File: config.mk
export PLATFORM = sky130hd
export DESIGN_NAME = pll_reconfig_sequencer
export DESIGN_NICKNAME = d
export VERILOG_FILES = /design/src/rtl/pll_reconfig_sequencer.sv
export SDC_FILE = /design/constraint.sdc
export NUM_CORES = 1
export LEC_CHECK = 0
export CORE_ASPECT_RATIO = 0.9
export CORE_MARGIN = 2
export CORE_UTILIZATION = 45
export DETAILED_ROUTE_END_ITERATION = 8
export DONT_BUFFER_PORTS = 1
export PLACE_DENSITY = 0.64
export SYNTH_ARGS = -nofsm -noshare
export SYNTH_HDL_FRONTEND = slang
export SYNTH_SLANG_ARGS = --single-unit
File: constraint.sdc
create_clock -name clock -period 1.9 [get_ports clock]
set_input_delay 0.285 -clock clock [delete_from_list [all_inputs] [get_ports clock]]
set_output_delay 0.285 -clock clock [all_outputs]
set_load 0.02 [all_outputs]
File: src/rtl/pll_reconfig_sequencer.sv
// pll_reconfig_sequencer: sequences a runtime PLL reconfiguration for the
// test controller. It holds the PLL in reset, then presents the word and
// strobes the trigger. It waits for lock with a timeout, lets the clock
// settle, and then selects the reconfigured clock.
// Optional build macro PLL_RECONFIG_RETRY_EN: adds up to three full
// re-sequences after a lock timeout and adds the retry_count output.
module pll_reconfig_sequencer #(
   parameter int unsigned PLL_DATA_WIDTH = 16,
   parameter int unsigned RST_CYCLES     = 4,
   parameter int unsigned SETTLE_CYCLES  = 16,
   parameter int unsigned LOCK_TIMEOUT   = 50000,
   parameter int unsigned TIMER_WIDTH    = 16
) (
   input  logic                      clock,
   input  logic                      reset,
   input  logic                      req_valid,
   input  logic [PLL_DATA_WIDTH-1:0] req_data,
   output logic                      req_ready,
   output logic                      busy,
   output logic                      cfg_done,
   output logic                      cfg_error,
   output logic                      pll_reset,
   output logic [PLL_DATA_WIDTH-1:0] pll_data,
   output logic                      pll_trigger,
   output logic                      pll_switch,
   input  logic                      pll_locked
`ifdef PLL_RECONFIG_RETRY_EN
   ,
   output logic [1:0]                retry_count
`endif
);

   typedef enum logic [2:0] {
      S_IDLE,
      S_RST,
      S_TRIG,
      S_WAIT_LOCK,
      S_SETTLE,
      S_DONE,
      S_FAIL
   } state_t;

   localparam logic [TIMER_WIDTH-1:0] RST_LOAD    = TIMER_WIDTH'(RST_CYCLES - 1);
   localparam logic [TIMER_WIDTH-1:0] LOCK_LOAD   = TIMER_WIDTH'(LOCK_TIMEOUT - 1);
   localparam logic [TIMER_WIDTH-1:0] SETTLE_LOAD = TIMER_WIDTH'(SETTLE_CYCLES - 1);
   localparam logic [TIMER_WIDTH-1:0] TIMER_ONE   = TIMER_WIDTH'(1);

   state_t                    state_q, state_d;
   logic [TIMER_WIDTH-1:0]    timer_q, timer_d;
   logic [PLL_DATA_WIDTH-1:0] data_q;
   logic                      init_q;
   logic                      done_q;
   logic                      error_q;
   logic                      switch_q;
   logic                      lock_meta_q;
   logic                      lock_sync_q;
   logic                      xfer;
`ifdef PLL_RECONFIG_RETRY_EN
   logic [1:0]                retry_q, retry_d;
`endif

   assign xfer = req_valid && req_ready;

   // State, shared down-counter and retry count registers
   always_ff @(posedge clock or posedge reset) begin
      if (reset) begin
         state_q <= S_IDLE;
         timer_q <= '0;
`ifdef PLL_RECONFIG_RETRY_EN
         retry_q <= '0;
`endif
      end else begin
         state_q <= state_d;
         timer_q <= timer_d;
`ifdef PLL_RECONFIG_RETRY_EN
         retry_q <= retry_d;
`endif
      end
   end

   // Next-state and timer reload/decrement decisions
   always_comb begin
      state_d = state_q;
      timer_d = timer_q;
`ifdef PLL_RECONFIG_RETRY_EN
      retry_d = retry_q;
`endif
      case (state_q)
         S_IDLE: begin
            if (xfer) begin
               state_d = S_RST;
               timer_d = RST_LOAD;
`ifdef PLL_RECONFIG_RETRY_EN
               retry_d = '0;
`endif
            end
         end
         S_RST: begin
            if (timer_q == '0) begin
               state_d = S_TRIG;
            end else begin
               timer_d = timer_q - TIMER_ONE;
            end
         end
         S_TRIG: begin
            state_d = S_WAIT_LOCK;
            timer_d = LOCK_LOAD;
         end
         S_WAIT_LOCK: begin
            // Lock takes priority over a timeout that expires on the same cycle
            if (lock_sync_q) begin
               state_d = S_SETTLE;
               timer_d = SETTLE_LOAD;
            end else if (timer_q == '0) begin
`ifdef PLL_RECONFIG_RETRY_EN
               if (retry_q != 2'd3) begin
                  retry_d = retry_q + 2'd1;
                  state_d = S_RST;
                  timer_d = RST_LOAD;
               end else begin
                  state_d = S_FAIL;
               end
`else
               state_d = S_FAIL;
`endif
            end else begin
               timer_d = timer_q - TIMER_ONE;
            end
         end
         S_SETTLE: begin
            if (!lock_sync_q) begin
               state_d = S_WAIT_LOCK;
               timer_d = LOCK_LOAD;
            end else if (timer_q == '0) begin
               state_d = S_DONE;
            end else begin
               timer_d = timer_q - TIMER_ONE;
            end
         end
         S_DONE:  state_d = S_IDLE;
         S_FAIL:  state_d = S_IDLE;
         default: state_d = S_IDLE;
      endcase
   end

   // Two-flop lock synchroniser; flushed while the PLL is held in reset so a
   // stale lock from the previous configuration is never seen after trigger
   always_ff @(posedge clock or posedge reset) begin
      if (reset) begin
         lock_meta_q <= 1'b0;
         lock_sync_q <= 1'b0;
      end else if (state_q == S_RST) begin
         lock_meta_q <= 1'b0;
         lock_sync_q <= 1'b0;
      end else begin
         lock_meta_q <= pll_locked;
         lock_sync_q <= lock_meta_q;
      end
   end

   // Registered outputs: captured word, completion pulse, sticky error, clock select
   always_ff @(posedge clock or posedge reset) begin
      if (reset) begin
         init_q   <= 1'b0;
         data_q   <= '0;
         done_q   <= 1'b0;
         error_q  <= 1'b0;
         switch_q <= 1'b0;
      end else begin
         init_q <= 1'b1;
         done_q <= (state_q == S_DONE);
         if (xfer) begin
            data_q   <= req_data;
            error_q  <= 1'b0;
            switch_q <= 1'b0;
         end else begin
            if (state_q == S_FAIL) error_q  <= 1'b1;
            if (state_q == S_DONE) switch_q <= 1'b1;
         end
      end
   end

   // State-decoded outputs; init_q keeps PLL reset high and ready low until the first clock
   always_comb begin
      req_ready   = init_q && (state_q == S_IDLE);
      busy        = (state_q != S_IDLE);
      pll_reset   = !init_q || (state_q == S_RST);
      pll_trigger = (state_q == S_TRIG);
      pll_data    = data_q;
      cfg_done    = done_q;
      cfg_error   = error_q;
      pll_switch  = switch_q;
`ifdef PLL_RECONFIG_RETRY_EN
      retry_count = retry_q;
`endif
   end

endmodule

Word-level counts from Yosys, hierarchy flattened --
Index checks and enable logic that the tools add are counted.
Operators by class: reductions and logical operators 12, multiplexer cells 18, $add $sub $neg 1, shift-type cells 0, bitwise operators 0, divide/modulo/power cells 0, multipliers 0, magnitude comparators 0, equality and inequality tests 10
Operator list (number):
- 16-bit case mux with 5 select lines | 1
- 16-bit 2-to-1 mux | 4
- 3-bit 2-to-1 mux | 6
- 16-bit logical NOT | 1
- 16-bit by 1-bit subtractor with 16-bit output, second input constant | 1
- 3-bit case mux with 5 select lines | 1
- 3-bit == test, second input constant | 3
- 3-bit by 2-bit == test with 1-bit output, second input constant | 2
- 1-bit 2-to-1 mux | 6
- 3-bit != test, second input constant | 2
- 5-bit nonzero test | 1
- 2-bit != test, second input constant | 2
- 4-bit AND reduction | 1
- 2-bit nonzero test | 2
- 3-bit by 1-bit == test with 1-bit output, second input constant | 1
- 3-bit logical NOT | 1
- 3-bit nonzero test | 1
- 1-bit logical AND | 2
- 2-bit AND reduction | 1
- 1-bit logical NOT | 1
- 1-bit logical OR | 1
Storage, ports and cells: bits in read-only memories 0, flip-flop bits (word level) 41, bits in latches 0, memories kept 0, bits in writable memories 0, word-level logic and storage cells 50

Logic depth before layout (Yosys ltp) --
depth after elaboration 5, depth in mapped cells 7, mapped depth without buffers 6

Worst setup path before layout --
No wires, ideal clock.
path kind register to register, from reg state_q[0], to reg data_q[0], in the netlist pll_data[0], data arrival time 1.846 ns, period minus slack after synthesis 1.971 ns, data required time 1.775 ns, setup time 0.125 ns, cell stages (with the launch flop) 6, slack -0.071 ns, path through dfrtp_1 buf_6 or3_1 nor2_2 buf_6 mux2_2
On the way: longest elaborated chain between the ends 3
Ends and longest elaborated chain:
- start: declaration | RTL line 48 | state_t state_q, state_d;
- start signal: assignment | RTL line 73 | state_q <= state_d;
- 3-bit logical NOT | RTL line 185 | req_ready = init_q && (state_q == S_IDLE);
- 1-bit logical AND | RTL line 185
- 1-bit logical AND | RTL line 62 | assign xfer = req_valid && req_ready;
- end signal: assignment | RTL line 173 | data_q <= req_data;
- end: declaration | RTL line 50 | logic [PLL_DATA_WIDTH-1:0] data_q;
Every way passes these cells. A chain may end at the register's enable or synchronous reset.

Worst setup path after layout --
from reg timer_q[13], to reg state_q[0]
On the way: longest elaborated chain between the ends 3, elaborated cells between the ends (all ways) 5
Ends and longest elaborated chain:
- start: declaration | RTL line 49 | logic [TIMER_WIDTH-1:0] timer_q, timer_d;
- start signal: assignment | RTL line 74 | timer_q <= timer_d;
- 16-bit logical NOT (*) | RTL line 99, 114, 134
- 3-bit != test (no line) or 2-bit != test (tied branches)
- 4-bit AND reduction (no line) (*)
Mark *: on every way between the ends. The rest lies on a longest branch, timed or not.

==> summary.md <==
| Metric | Value |
|---|---|
| Outcome | `finished, final reports clean` |
| Pwr dens | `around 620 mW/mm^2` |
| Vias in the first global route | `about 1.6k` |
| Post-synthesis sequential area ratio | `0.496` |
| Final ANT Viol Nets | `0` |
| Minimum clock period | `between 1500 and 2000 ps` |
| RSZ-0062 raised after global routing | `yes` |
| Tightest Pin Transition | `roughly 740 ps` |
| Overall Global Routing Usage | `0.197` |
| Final HPWL DP | `3.32 mm` |
| Synth area leaders | `dfrtp_1, mux2_2, nand2_1, o21ai_0, o311ai_0` |
| Final hold slack | `between 100 and 150 ps` |
| 1st-iter DRT viols | `about 160` |
| Net count after synthesis | `224` |
| CTS clk-pin slew, worst paths | `about 80 ps` |
| CTS Buf Count | `5` |
| H-tree levels | `2` |
| Fillers | `around 400` |
| Tot Pwr | `1.49 mW` |
| Final setup viols | `0` |
| DRT Pass-1 Iters | `4` |
| Met2 Track Usage GR | `0.317` |
| Hold Crit Class | `primary input to flop` |
| Lkg Pwr | `just over 1 nW` |
| Worst-Skew Late Latency | `290 ps` |
| GRT Max-Usage Layer | `met2` |
| Worst Skew | `approximately 9.1 ps` |
| Met1 global-route usage | `0.249` |
| Slew Limit Headroom | `0.506` |
| Global-route wire length before repair | `~7.6 mm` |
| Average wire per standard cell | `around 16 um` |
| Worst Path Arrival | `roughly 2100 ps` |
| Die H | `68.3 um` |
| Initial antenna violation count | `0` |
| N_diodes | `0` |
| Post-synthesis cell type count | `between 40 and 50` |
| Area grow syn2layout | `17.2%` |
| Ys Warns | `0` |
| Vias/cell | `around 5.9` |
| Critical path fanouts, max | `6` |
| Final Net Count | `between 200 and 250` |
| # rows | `23` |
| CP Launch Type | `flop` |
| Count leader, synth | `dfrtp_1` |
| Layout cells sized above 1 | `0.269` |
| Clock sink total | `between 40 and 50` |
| Count of flip-flops with a built-in enable after synthesis | `0` |
| Starting Density | `0.467` |
| CTS root buf | `clkbuf_8` |
| TritonCTS clock tree | `built` |
| Final wirelength | `about 4.6 mm` |
| Die W | `between 70 and 80 um` |
| I/O pins | `43` |
| Post-Syn Instances | `202` |
| Async set or reset register ratio after synthesis | `1.00` |
| Main flop type after synthesis | `dfrtp_1` |
| Grt ovf | `0` |
| Post-synthesis instance area | `0.00207 mm^2` |
| Endpoints failing hold | `0` |
| Setup ws final | `approximately 15 ps` |
| Setup crit end kind | `flop` |
| Seq cells post-synth | `41` |
| Routability cong. | `approximately 0.87` |
| Post-synth top area share | `0.496` |
| Placeable Area | `roughly 0.0044 mm^2` |
| Total Neg Setup Slack | `0 ps` |
| Total vias in the final route | `around 1.7k` |
| Synth top cells by count | `dfrtp_1, mux2_2, nand2_1, nor2_1, o21ai_0` |
| Port Buf Inserts | `0` |
| Total die area | `slightly above 0.005 mm^2` |
| Syn_area_per_cell | `roughly 10 um^2` |
| Final cycle utilization of the critical path | `0.992` |
| Clock buffer depth | `2` |
| Leading area contributor after synthesis | `dfrtp_1` |
| Met3 Resource Use GR | `0.0515` |
| Drt drc | `0` |
| MaxCap Viol Count | `0` |
| Largest net degree at the start of global routing | `between 40 and 50` |
| Max Slew Vio Count | `0` |
| Crit path kind | `flop to flop` |
| Worst EP required | `2130 ps` |
| Worst VDD drop | `about 0.39 mV` |
| Worst slack, placed | `between 15 and 20 ps` |
| FMAX | `530 MHz` |
-- worst max-delay path, stage by stage (launching register included) --
cell,delay (ps)
dfrtp_1,400
or4_4,570
nor4b_4,360
nand2_2,180
a211oi_2,210
a31o_1,110
-- layout by cell type (no fill, tap or decap), types with 2 or more instances in the layout --
master	Yosys	routed
o22a_1	2	2
mux2_2	17	16
nor3b_1	2	2
o21ai_0	11	10
or3_1	2	2
o211ai_1	5	5
a31oi_1	6	6
a21oi_1	10	8
dfrtp_1	41	39
ha_1	2	2
dfrtp_2	0	2
nor2_1	12	11
inv_1	10	10
clkbuf_8	0	6
nor2_4	0	2
o311ai_0	6	6
nor3_1	6	6
nand2_1	16	15
nand3_1	9	9
or4_1	2	2
nand4_1	7	7
nand2_2	1	2
nor2b_1	4	4
a21oi_2	0	2
o22ai_1	3	3
nand2b_1	3	3
buf_4	1	24
-- per-layer routing --
metal | up-vias | wire length (um)
li1 | 800 | -
met1 | 848 | 2010
met2 | 59 | 2270
met3 | 9 | 224
met4 | 0 | 77
met5 | - | 0
-- kinds of logic (layout without fill, tap and decap cells) --
group           Yosys count  in the layout  synth area share
other cells               1              1           0.00181
mux                      17             17            0.0926
buf+inv                  19             44            0.0460
fa+ha+maj                 2              2            0.0121
simple gates             70             70             0.184
compound gates           52             52             0.168
flops                    41             41             0.496
-- flip-flops by register name, summed over array words and instances (netlist names) --
register,flops
state_q,3
cfg_error,1
pll_switch,1
lock_meta_q,1
timer_q,16
pll_data,16
init_q,1
cfg_done,1
lock_sync_q,1
-- worst paths after layout --
| kind | end | from | cells past startpoint | slack [ps] |
|---|---|---|---|---|
| min in group asynchronous | pll_data[7] | reset | 2 | 270 |
| max in group asynchronous | timer_q[2] | reset | 3 | 940 |
| setup reg to reg | state_q[0] | timer_q[13] | 5 | 10 |
| setup / recovery | state_q[0] | timer_q[13] | 5 | 10 |
| hold / removal | lock_meta_q | pll_locked | 1 | 130 |
| hold reg to reg | lock_sync_q | lock_meta_q | 1 | 480 |
-- through the flow --
step	instances	util	cell area, um^2
3_5_place_dp	278	0.514	2280
3_3_place_gp	278	0.514	2280
5_1_grt	289	0.547	2420
4_1_cts	287	0.539	2390
6_report	289	0.547	2420
2_1_floorplan	202	-	2070
-- report_power, final --
| group | switching, mW | internal, mW |
|---|---|---|
| Combinational | 0.0189 | 0.00433 |
| Clock | 0.301 | 0.294 |
| Sequential | 0.00103 | 0.873 |
-- repair_timing --
action	in CTS	in global routing
endpoints found under the setup margin	2	14
pin swaps	3	7
endpoints found under the hold margin	1	0
setup buffers	0	2
hold buffers	1	0
resized for setup	2	8
-- layout make-up --
type / instances / area, um^2 / share of cell area
tap: 62 / 77.6 / 0.0320
clock inverter: 2 / 13.8 / 0.00568
multi-input combinational: 142 / 973 / 0.402
clock buffer: 6 / 82.6 / 0.0341
timing repair buffer: 26 / 210 / 0.0867
inverter: 10 / 37.5 / 0.0155
sequential: 41 / 1030 / 0.424
Power figures use the tool's default switching activity.
